## src/rtl/load_store_sequencer_pkg.sv

```systemverilog
// Shared command/state types and command-class helpers for load_store_sequencer.
package load_store_sequencer_pkg;

  typedef enum logic [3:0] {
    LB  = 4'd0,
    LH  = 4'd1,
    LW  = 4'd2,
    LBU = 4'd3,
    LHU = 4'd4,
    SB  = 4'd5,
    SH  = 4'd6,
    SW  = 4'd7,
    FLW = 4'd8,
    FSW = 4'd9,
    FLD = 4'd10,
    FSD = 4'd11
  } LsuOp;

  typedef enum logic [2:0] {
    S_IDLE,
    S_TLB,
    S_MEM,
    S_WAIT,
    S_DONE,
    S_FLUSH
  } LsuState;

  function automatic logic isStore(input LsuOp op);
    return (op == SB) || (op == SH) || (op == SW) || (op == FSW) || (op == FSD);
  endfunction

  function automatic logic isFp64(input LsuOp op);
    return (op == FLD) || (op == FSD);
  endfunction

endpackage

```

## src/rtl/load_store_sequencer_load_align.sv

```systemverilog
// Combinational load-lane select plus sign/zero/NaN-box extension to 64 bits.
module lsu_load_align
  import load_store_sequencer_pkg::*;
(
  input  LsuOp        op,
  input  logic [1:0]  offset,
  input  logic [31:0] rdata,
  output logic [63:0] result
);

  logic [7:0]  byte_lane;
  logic [15:0] half_lane;

  always_comb begin
    byte_lane = rdata[{offset, 3'b000} +: 8];
    half_lane = offset[1] ? rdata[31:16] : rdata[15:0];
    result    = '0;
    case (op)
      LB:      result = {{56{byte_lane[7]}}, byte_lane};
      LH:      result = {{48{half_lane[15]}}, half_lane};
      LW:      result = {{32{rdata[31]}}, rdata};
      LBU:     result = {56'd0, byte_lane};
      LHU:     result = {48'd0, half_lane};
      FLW:     result = {32'hFFFF_FFFF, rdata};
      default: result = '0;
    endcase
  end

endmodule

```

## src/rtl/load_store_sequencer.sv

```systemverilog
// Execute-stage load/store responder: address generation, TLB lookup and data-memory handshake.
// Define LSU_FP64_EN to run FLD/FSD as two-beat accesses; otherwise they complete as no-ops.
module load_store_sequencer
  import load_store_sequencer_pkg::*;
#(
  parameter int ADDR_W = 32,
  parameter int DATA_W = 32
) (
  input  logic                clk,
  input  logic                rstN,
  input  logic                enable,
  input  logic                invalidateTlb,
  input  logic [3:0]          command,
  input  logic [31:0]         imm,
  input  logic [31:0]         srcIntRegValue1,
  input  logic [31:0]         srcIntRegValue2,
  input  logic [63:0]         srcFpRegValue2,
  output logic                done,
  output logic                loadPagefault,
  output logic                storePagefault,
  output logic [63:0]         result,
  output logic                tlbReq,
  output logic [ADDR_W-1:0]   tlbVaddr,
  input  logic                tlbDone,
  input  logic                tlbFault,
  input  logic [ADDR_W-1:0]   tlbPaddr,
  output logic                tlbFlush,
  output logic                memReq,
  output logic                memWrite,
  output logic [ADDR_W-1:0]   memAddr,
  output logic [DATA_W-1:0]   memWdata,
  output logic [DATA_W/8-1:0] memBe,
  input  logic                memGnt,
  input  logic                memValid,
  input  logic [DATA_W-1:0]   memRdata
);

  LsuState     state, next_state;
  LsuOp        op_q, cmd_op;
  logic [31:0] vaddr_q, paddr_q, int_data_q, lo_q;
  logic [63:0] fp_data_q, result_q, aligned;
  logic        beat_q, load_fault_q, store_fault_q;

  assign cmd_op = LsuOp'(command);

  lsu_load_align u_align (
    .op     (op_q),
    .offset (paddr_q[1:0]),
    .rdata  (memRdata),
    .result (aligned)
  );

  always_ff @(posedge clk or negedge rstN) begin
    if (!rstN) state <= S_IDLE;
    else       state <= next_state;
  end

  always_comb begin
    next_state = state;
    done       = 1'b0;
    tlbReq     = 1'b0;
    tlbFlush   = 1'b0;
    memReq     = 1'b0;
    memWrite   = 1'b0;
    case (state)
      S_IDLE: begin
        if (enable) begin
          if (invalidateTlb) begin
            next_state = S_FLUSH;
          end else begin
            next_state = S_TLB;
`ifndef LSU_FP64_EN
            if (isFp64(cmd_op)) next_state = S_DONE;
`endif
          end
        end
      end
      S_FLUSH: begin
        tlbFlush   = 1'b1;
        next_state = S_DONE;
      end
      S_TLB: begin
        tlbReq = 1'b1;
        if (tlbDone) next_state = tlbFault ? S_DONE : S_MEM;
      end
      S_MEM: begin
        memReq   = 1'b1;
        memWrite = isStore(op_q);
        if (memGnt) next_state = S_WAIT;
      end
      S_WAIT: begin
        // A two-beat access returns to MEM for its upper word.
        if (memValid) next_state = (isFp64(op_q) && !beat_q) ? S_MEM : S_DONE;
      end
      S_DONE: begin
        done       = 1'b1;
        next_state = S_IDLE;
      end
      default: next_state = S_IDLE;
    endcase
  end

  always_ff @(posedge clk or negedge rstN) begin
    if (!rstN) begin
      op_q          <= LB;
      vaddr_q       <= '0;
      paddr_q       <= '0;
      int_data_q    <= '0;
      fp_data_q     <= '0;
      lo_q          <= '0;
      beat_q        <= 1'b0;
      result_q      <= '0;
      load_fault_q  <= 1'b0;
      store_fault_q <= 1'b0;
    end else begin
      case (state)
        S_IDLE: begin
          if (enable) begin
            load_fault_q  <= 1'b0;
            store_fault_q <= 1'b0;
            if (!invalidateTlb) begin
              op_q       <= cmd_op;
              vaddr_q    <= srcIntRegValue1 + imm;
              int_data_q <= srcIntRegValue2;
              fp_data_q  <= srcFpRegValue2;
              beat_q     <= 1'b0;
              result_q   <= '0;
            end
          end
        end
        S_TLB: begin
          if (tlbDone) begin
            paddr_q       <= tlbPaddr;
            load_fault_q  <= tlbFault && !isStore(op_q);
            store_fault_q <= tlbFault && isStore(op_q);
          end
        end
        S_WAIT: begin
          if (memValid) begin
            if (isFp64(op_q) && !beat_q) begin
              lo_q   <= memRdata;
              beat_q <= 1'b1;
            end else if (!isStore(op_q)) begin
              result_q <= isFp64(op_q) ? {memRdata, lo_q} : aligned;
            end
          end
        end
        default: ;
      endcase
    end
  end

  // Byte lanes and store replication follow the translated address, never the virtual one.
  always_comb begin
    memAddr  = isFp64(op_q) ? {paddr_q[31:3], beat_q, 2'b00} : {paddr_q[31:2], 2'b00};
    memBe    = 4'hF;
    memWdata = int_data_q;
    case (op_q)
      SB: begin
        memBe    = 4'b0001 << paddr_q[1:0];
        memWdata = {4{int_data_q[7:0]}};
      end
      SH: begin
        memBe    = paddr_q[1] ? 4'b1100 : 4'b0011;
        memWdata = {2{int_data_q[15:0]}};
      end
      FSW:     memWdata = fp_data_q[31:0];
      FSD:     memWdata = beat_q ? fp_data_q[63:32] : fp_data_q[31:0];
      default: ;
    endcase
  end

  assign tlbVaddr       = vaddr_q;
  assign result         = result_q;
  assign loadPagefault  = load_fault_q;
  assign storePagefault = store_fault_q;

endmodule

```

## config.mk

```make
export PLATFORM = sky130hd
export DESIGN_NAME = load_store_sequencer
export DESIGN_NICKNAME = d
export VERILOG_FILES = /design/src/rtl/load_store_sequencer_pkg.sv /design/src/rtl/load_store_sequencer_load_align.sv /design/src/rtl/load_store_sequencer.sv
export SDC_FILE = /design/constraint.sdc
export NUM_CORES = 1
export LEC_CHECK = 0
export CAP_MARGIN = 0
export CORE_UTILIZATION = 48
export DETAILED_ROUTE_END_ITERATION = 10
export GPL_TIMING_DRIVEN = 1
export PLACE_DENSITY_LB_ADDON = 0.2
export SLEW_MARGIN = 10
export SYNTH_ARGS = -nofsm -noshare
export SYNTH_HDL_FRONTEND = slang
export SYNTH_SLANG_ARGS = --single-unit
```

## constraint.sdc

```tcl
create_clock -name clk -period 2.8 [get_ports clk]
set_input_delay 0.56 -clock clk [delete_from_list [all_inputs] [get_ports clk]]
set_output_delay 0.56 -clock clk [all_outputs]
set_load 0.005 [all_outputs]
```

==> reports/metrics.cfg, run 1 <==
[run_status]
outcome = complete, but fails checks
failed_checks = negative setup slack

[setup_path]
critPathArrivalTime_ns = 2.35
path_class = register to output port
critical_path.max_fanout = 7
critical-path-max-stage-delay_ns = 0.40
cp.required_ns = 2.24
end_kind = output port
start_kind = register
r2r-end = result[10]
cp.depth = 9
path_delay_family = simple AND/OR/NAND/NOR gates
r2r_start = op_q[2]
cp_slowest_cell = dfrtp_1
cp_common_cell = o21ai_1
reg2reg_depth = 12
cp.buffers_inverters = 2
regToRegSetupSlack_ns = 0.37
crit_path_start = op_q[3]
path_cells = nand2b_4 > or2_4 > buf_4 > nor2_1 > o21ai_1 > o21ai_2 > o21ai_1 > o21a_1 > dlygate4sd2_1
crit_path_end = memWdata[10]

[placement]
pre_cts_slack_ns = -0.686
place_congestion = 0.963
io_buffers = 404
placed_cells = 2288
post-dp-hpwl_um = 31300

[timing]
fin_worst_skew_ns = 0.0213
period_needed_ns = 2.91
setup_ws_ns = -0.107
setup_viol = 4
relSlewSlack_pct = 50.0
tightest_slew_ns = 0.745
finalHoldViolCount = 0
rsz0062_at_grt = yes
finalSetupTns_ns = -0.353
drv_slew = 0
post-route-period-util_pct = 104
fmax_ghz = 0.344

[route]
post_drt_wl_per_cell_um = 18.6
drt.antenna.violating_nets = 0
num_vias = 12915
postRouteWirelength_um = 44100
drt_iter0_markers = 1045
viasPerCell = 5.45
drt_first_pass_iters = 5
drc_errors = 0

[flow_run]
maxCapViolCount = 0

[logic_synthesis]
yosysSeqAreaShare_pct = 48.5
synth.avg_cell_area_um2 = 9.05
synth_cells = 1515
synth_edf_count = 0
ys_ff_latch = 266
async_flop_share_pct = 100
yosys_most_used_dff = dfrtp_1
ys_warn_count = 0
synth_cell_types = 71
netlist_area_um2 = 13700

[clock_tree]
clk_path_buf_depth = 3
clk_latency_ns = 0.55
cts_buffers = 28
clk_pin_slew_ns = 0.06
hold_buffers = 0
cts_tree = yes
cts_root_buffer = clkbuf_16
cts.sinks = 266
htreeDepth = 1

[global_routing]
grt_pass1_wl_um = 66900
track_usage_pct = 29.3
antenna_found_initial = 5
grt_max_degree = 167
grt_pass1_vias = 12696
grt_remaining_overflow = 0

[final_layout]
final_common_cell = nand2_1
final_core_util_pct = 71.9
drive_above_1_share_pct = 16.0
final_cells = 2371
n_fill_cell = 2125
final_cell_mix = nand2_1, clkdlybuf4s50_1, dfrtp_1, buf_4, o21ai_1
area_delta_synth_final_pct = 46.4
final_nets = 2234

[floorplan]
dieHeight_um = 171
start_util_pct = 49.1
rows = 61
core-area_um2 = 27900
die_x_um = 171
io_pins = 407
die_area_um2 = 29300

[power]
leakagePower_uw = 0.00926
p_total_uw = 19200
peakVddDrop_v = 0.000621
p_per_area_nw_per_um2 = 956

[min_path]
hp-class = primary input to asynchronous set/reset pin

[routing by layer]
| metal | track usage [%] | share of wire [%] | up-vias |
|---|---|---|---|
| met3 | 6.55 | 8.2 | 100 |
| met2 | 49.3 | 50 | 521 |
| met5 | 0 | 0.025 | - |
| met4 | 11.4 | 3.2 | 2 |
| met1 | 36.7 | 39 | 6240 |
| li1 | - | - | 6052 |
[cell families after synthesis]
kind of cell	synth area share (%)
compound gates	15.3
xor+xnor	1.79
fa+ha+maj	2.97
buf+inv	4.56
flops	48.5
mux	8.21
other cells	0.0273
simple gates	18.7
[cell type report]
class | instances | area [µm²] | area share, %
diodes | 5 | 12.5 | 0.0623
clock buffers | 34 | 785 | 3.91
clock inverters | 18 | 235 | 1.17
inverters | 7 | 28.8 | 0.143
multi-input cells | 1127 | 6660 | 33.1
flip-flops and latches | 266 | 6660 | 33.2
well taps | 378 | 473 | 2.35
repair buffers | 536 | 5230 | 26.1
[cell usage after synthesis, drive strengths merged, types with 2 or more instances]
cell type  number  area, µm²
nand3          14       70.1
nor2b           6       40.0
a22o            3       26.3
o21bai          5       37.5
and4            3       26.3
nor3b           2       15.0
a21boi          2       15.0
o211ai          2       15.0
o31ai           4       57.6
nor3            9       45.0
and2            9       56.3
inv             6       22.5
a21o           16        120
clkbuf         56        210
or3             2       12.5
nor2           75        282
o21a           21        158
o2111ai         2       17.5
a21oi          45        225
nor4            2       33.8
nand2         472       1770
ha             31        388
nand2b          8       50.1
mux2           66        743
a211o           2       17.5
dfrtp         266       6660
a22oi           8       60.1
a221oi         25        219
nand4           5       31.3
xor2           10       87.6
a31oi           5       31.3
xnor2          18        158
mux2i          36        360
nand3b          2       15.0
a221o           5       50.1
and3            6       37.5
a211oi          9       77.6
o21ai         175        880
or2             4       27.5
buf            60        389
[report_power, final]
part | leakage (µW) | switching [µW] | internal (µW)
Clock | 0.000491 | 1630 | 2460
Sequential | 0.00343 | 1020 | 5410
Combinational | 0.00534 | 4160 | 4530
Total | 0.00926 | 6810 | 12400
[timing repair]
item | 4_1_cts | 5_1_grt
setup buffers | 14 | 9
setup endpoints to repair | 38 | 32
cloned | 0 | 3
gates resized for setup | 89 | 49
pin swaps | 16 | 12
[stage by stage]
| step | hold slack (ns) | area (µm²) |
|---|---|---|
| CTS | 0.0307 | 19900 |
| detailed placement | 0.462 | 18600 |
| global route | 0.0394 | 20100 |
| finish | 0.000822 | 20100 |
| floorplan | 0.264 | 13700 |
| global placement | 0.453 | 18600 |
[state kept, by name (all words and copies together), names as in the netlist, 3 cells and up]
signal      cells
int_data_q     32
result         64
lo_q           32
state           3
op_q            4
paddr_q        32
fp_data_q      64
tlbVaddr       32
[worst min path at each step]
| stage | startpoint | end | slack [ns] | cells past startpoint |
|---|---|---|---|---|
| after floorplan | rstN | beat_q | 0.26 | 0 |
| after global placement | fp_data_q[21] | fp_data_q[21] | 0.45 | 2 |
| after detailed placement | int_data_q[22] | int_data_q[22] | 0.46 | 2 |
| after CTS | rstN | result[37] | 0.03 | 1 |
| after global routing | rstN | result[37] | 0.04 | 1 |
| final | rstN | result[50] | 0.0008 | 1 |
[worst reg2reg max path: stages (launching register included)]
cell and delay [ns]:
dfrtp_2 0.46, buf_6 0.16, inv_4 0.08, nor2_4 0.05, buf_4 0.15, or2_1 0.25
a22oi_2 0.18, buf_4 0.16, a31oi_1 0.06, or2_2 0.30, buf_12 0.19, nand2_1 0.17
o21ai_1 0.08
(Power assumes the default switching activity.)
==> run 2: changes to the inputs <==
- CORE_MARGIN: not set -> 1.5
==> reports/metrics.cfg, run 2 (synthesized netlist as in run 1, its figures left out) <==
[run_status]
outcome = complete, but fails checks
failed_checks = negative setup slack

[floorplan]
core-area_um2 = 27900
dieHeight_um = 172
io_pins = 407
rows = 61
die_x_um = 172
die_area_um2 = 29600
start_util_pct = 49.1

[clock_tree]
cts_buffers = 28
htreeDepth = 1
cts_root_buffer = clkbuf_16
clk_pin_slew_ns = 0.06
clk_path_buf_depth = 3
clk_latency_ns = 0.56
cts_tree = yes
cts.sinks = 266

[timing]
post-route-period-util_pct = 105
tightest_slew_ns = 0.730
rsz0062_at_grt = yes
finalSetupTns_ns = -0.555
period_needed_ns = 2.95
finalHoldViolCount = 0
drv_slew = 0
holdWs_ns = 0.472
fin_worst_skew_ns = 0.0216
setup_viol = 8
fmax_ghz = 0.339
setup_ws_ns = -0.149
relSlewSlack_pct = 51.0

[power]
pwr-share-seq_pct = 34.3
switching_share_pct = 36.0
pwr-share-comb_pct = 46.8
p_switching_uw = 6790
cellInternalPower_uw = 12000
clockPowerShare_pct = 18.9
p_per_area_nw_per_um2 = 938
leakagePower_uw = 0.00926
peakVddDrop_v = 0.000546

[route]
drt.antenna.violating_nets = 0
viasPerCell = 5.44
postRouteWirelength_um = 44100
drt_iter0_markers = 976
post_drt_wl_per_cell_um = 18.6
drt_first_pass_iters = 5
drc_errors = 0
num_vias = 12928

[final_layout]
final_nets = 2243
drive_above_1_share_pct = 16.6
n_fill_cell = 2120
final_core_util_pct = 71.9
final_cell_mix = nand2_1, clkdlybuf4s50_1, dfrtp_1, buf_4, o21ai_1
area_delta_synth_final_pct = 46.4
final_common_cell = nand2_1

[global_routing]
grt_max_degree = 167
grt_pass1_vias = 12721
grt_use_met3_pct = 5.79
met2_usage_pct = 49.4
track_usage_pct = 29.2
antenna_found_initial = 3
grt_pass1_wl_um = 67300
grtUsageMet1_pct = 36.7
top_usage_layer = met2
grt_remaining_overflow = 0

[setup_path]
critPathArrivalTime_ns = 2.39
cp.required_ns = 2.24
path_class = register to output port
start_kind = register
end_kind = output port
critical_path.max_fanout = 7

[min_path]
hp-class = register to register

[placement]
io_buffers = 404
place_congestion = 0.933
post-dp-hpwl_um = 31400

[flow_run]
maxCapViolCount = 0

-- run 2: changes by cell type in the layout (fill, tap and decap cells not counted), moves of 5 or more --
cell and change:
buf_6 +5, clkbuf_1 +9, clkbuf_2 +6, clkinvlp_4 -5
dlygate4sd2_1 -6
-- run 2: stage by stage --
| stage | setup WS (ns) | instance area, µm² | instances | total power [µW] |
|---|---|---|---|---|
| 2_1_floorplan | 0.110 | 13700 | 1516 | 10400 |
| 3_3_place_gp | -0.569 | 18700 | 2296 | 14500 |
| 3_5_place_dp | -0.705 | 18700 | 2296 | 14700 |
| 4_1_cts | -0.189 | 19800 | 2356 | 18600 |
| 5_1_grt | -0.195 | 20100 | 2375 | 20000 |
| 6_report | -0.149 | 20100 | 2375 | 18800 |
-- run 2: worst paths after layout --
kind | cells after the start | start | slack (ns) | to
max | 8 | op_q[1] | -0.15 | memWdata[9]
min | 2 | fp_data_q[29] | 0.47 | fp_data_q[29]
max reg2reg | 12 | op_q[3] | 0.22 | result[13]
min reg2reg | 2 | fp_data_q[29] | 0.47 | fp_data_q[29]
max in group asynchronous | 3 | rstN | 1.39 | fp_data_q[10]
min in group asynchronous | 2 | rstN | 0.55 | result[3]
-- run 2: power by group through the flow --
stage          logic (µW)  registers, µW  clock network, µW
2_1_floorplan        4230           6200                  0
6_report             8820           6450               3560
3_3_place_gp         8130           6360                  0
5_1_grt              9600           6640               3770
4_1_cts              8540           6420               3630
3_5_place_dp         8290           6440                  0
-- run 2: final cells by class --
type,instances,area (µm²),area share [%]
Clock buffer,41,779,3.88
Multi-Input combinational cell,1127,6730,33.5
Clock inverter,9,88.8,0.442
Inverter,7,26.3,0.131
Sequential cell,266,6660,33.2
Timing Repair Buffer,545,5310,26.5
Tap cell,378,473,2.36
Antenna cell,2,5.00,0.0249
-- run 2: critical path, cell delays in order (launching register included) --
cell and delay [ns]:
dfrtp_2 0.46, buf_4 0.15, or2_4 0.29, nor2_1 0.14, o21ai_2 0.08, o21ai_2 0.08, o21ai_1 0.09, o21a_1 0.11
clkdlybuf4s50_1 0.44
-- run 2: repair_timing --
item	in CTS	in global routing
pin swaps	8	10
setup buffers	6	16
gates resized for setup	101	79
cloned	3	1
hold endpoints to repair	7	0
hold buffers	1	0
endpoints found under the setup margin	40	37
-- run 2: per-layer routing --
metal	wire [µm]	part of all wire (%)	vias to the layer above
met5	17	0.039	-
met3	3560	8.1	105
li1	-	-	6058
met2	21500	49	554
met1	17200	39	6209
met4	1820	4.1	2
==> run 3: changes to the inputs <==
- PLACE_DENSITY: not set -> 0.91
- PLACE_DENSITY_LB_ADDON: 0.2 -> not set
==> reports/metrics.cfg, run 3 (synthesized netlist as in run 1, its figures left out) <==
[run_status]
failed_checks = negative hold slack, negative setup slack
outcome = complete, but fails checks

[setup_path]
cp.required_ns = 2.24
end_kind = output port
r2r_start = op_q[3]
cp.buffers_inverters = 2
path_cells = nor2b_4 > buf_4 > nand2_2 > o21ai_1 > o21ai_1 > o21a_1 > dlygate4sd2_1
cp_common_cell = o21ai_1
r2r-end = result[22]
reg2reg_depth = 12
path_class = register to output port
critical-path-max-stage-delay_ns = 0.43
regToRegSetupSlack_ns = 0.36
start_kind = register
path_delay_family = compound AO/OA/AOI/OAI gates
critPathArrivalTime_ns = 2.35
cp_slowest_cell = dfrtp_2
crit_path_start = op_q[1]
critical_path.max_fanout = 8

[timing]
tightest_slew_ns = 0.991
rsz0062_at_grt = yes
setup_viol = 9
holdWs_ns = -0.0255
period_needed_ns = 2.91
drv_slew = 0
finalSetupTns_ns = -0.576
setup_ws_ns = -0.114
finalHoldViolCount = 18
post-route-period-util_pct = 104
fmax_ghz = 0.343
relSlewSlack_pct = 33.5
fin_worst_skew_ns = 0.0408

[flow_run]
maxCapViolCount = 0

[clock_tree]
clk_pin_slew_ns = 0.06
cts_buffers = 28
htreeDepth = 1
cts.sinks = 266
hold_buffers = 0
cts_tree = yes
clk_path_buf_depth = 3
clk_latency_ns = 0.56
cts_root_buffer = clkbuf_16

[placement]
post-dp-hpwl_um = 32800
place_congestion = 0.926
placed_cells = 2285
io_buffers = 404

[route]
drt_first_pass_iters = 6
drc_errors = 0
num_vias = 13373
viasPerCell = 5.64
routed-wl-met2_um = 23000
drt.antenna.violating_nets = 0
drt_iter0_markers = 1366
met1_length_um = 16800
met3_length_um = 4330
routed.top_layer = met5
post_drt_wl_per_cell_um = 19.6
postRouteWirelength_um = 46500

[floorplan]
die_area_um2 = 29600
dieHeight_um = 172
die_x_um = 172
rows = 61
io_pins = 407
start_util_pct = 49.1
core-area_um2 = 27900

[power]
switching_share_pct = 36.3
p_switching_uw = 6930
p_per_area_nw_per_um2 = 957
pwr-share-comb_pct = 45.6
pwr-share-seq_pct = 34.2
cellInternalPower_uw = 12200
peakVddDrop_v = 0.000745
clockPowerShare_pct = 20.2
leakagePower_uw = 0.00918
p_total_uw = 19100

[global_routing]
grt_pass1_vias = 13426
grt_max_degree = 126
track_usage_pct = 30.6
grt_remaining_overflow = 0
grt_pass1_wl_um = 70400
antenna_found_initial = 4

[final_layout]
drive_above_1_share_pct = 15.7
area_delta_synth_final_pct = 45.5
final_common_cell = nand2_1
final_nets = 2238
regArea_um2 = 6660
multi_input_area_um2 = 6630
n_fill_cell = 1903
final_core_util_pct = 71.4
final_cells = 2369
final_cell_mix = nand2_1, clkdlybuf4s50_1, dfrtp_1, buf_4, o21ai_1

[min_path]
hp-class = primary input to asynchronous set/reset pin

==> run 3: through the flow <==
stage	instance area, µm²	setup slack, ns
6_report	20000	-0.114
3_5_place_dp	18600	-0.725
3_3_place_gp	18600	-0.605
4_1_cts	19700	-0.239
2_1_floorplan	13700	0.110
5_1_grt	20000	-0.168
==> run 3: layout make-up <==
type,instances,area share (%)
clock buffers,36,3.91
repair buffers,540,26.1
well taps,378,2.37
clock inverters,14,0.828
flip-flops and latches,266,33.4
multi-input cells,1127,33.2
diodes,1,0.0125
inverters,7,0.132
==> run 3: timing repair <==
item | CTS | global route
gates cloned | 3 | 1
setup buffers | 11 | 19
endpoints found under the hold margin | 0 | 0
pin swaps | 3 | 9
setup endpoints to repair | 40 | 35
gates resized for setup | 94 | 55
==> run 3: power by group through the flow <==
stage | Clock [µW] | Combinational (µW) | Sequential (µW)
floorplan | 0 | 4230 | 6200
CTS | 3880 | 8390 | 6490
detailed placement | 0 | 8190 | 6500
global route | 4050 | 9450 | 6710
finish | 3850 | 8710 | 6530
global placement | 0 | 7920 | 6400
==> run 3: worst reg2reg max path: stages (launching register included) <==
cell     delay (ns)
dfrtp_1        0.42
nor2b_4        0.15
buf_4          0.12
buf_4          0.15
or2_1          0.22
a22oi_1        0.14
buf_4          0.16
buf_4          0.11
a31oi_1        0.06
or2_2          0.31
buf_12         0.21
nand2_1        0.13
o21ai_1        0.08
==> run 3: worst max path at each step <==
stage | cells after the start | endpoint | slack, ns
3_5_place_dp | 11 | tlbVaddr[30] | -0.72
4_1_cts | 6 | memWdata[26] | -0.24
6_report | 7 | memWdata[27] | -0.11
2_1_floorplan | 10 | tlbVaddr[30] | 0.11
3_3_place_gp | 12 | tlbVaddr[28] | -0.61
5_1_grt | 10 | memWdata[8] | -0.17
==> run 3: metal layers <==
metal  vias to the layer above  GRT usage [%]
li1                       6053              -
met1                      6419           35.4
met2                       734           53.7
met3                       161           7.03
met4                         6           14.1
met5                         -              0
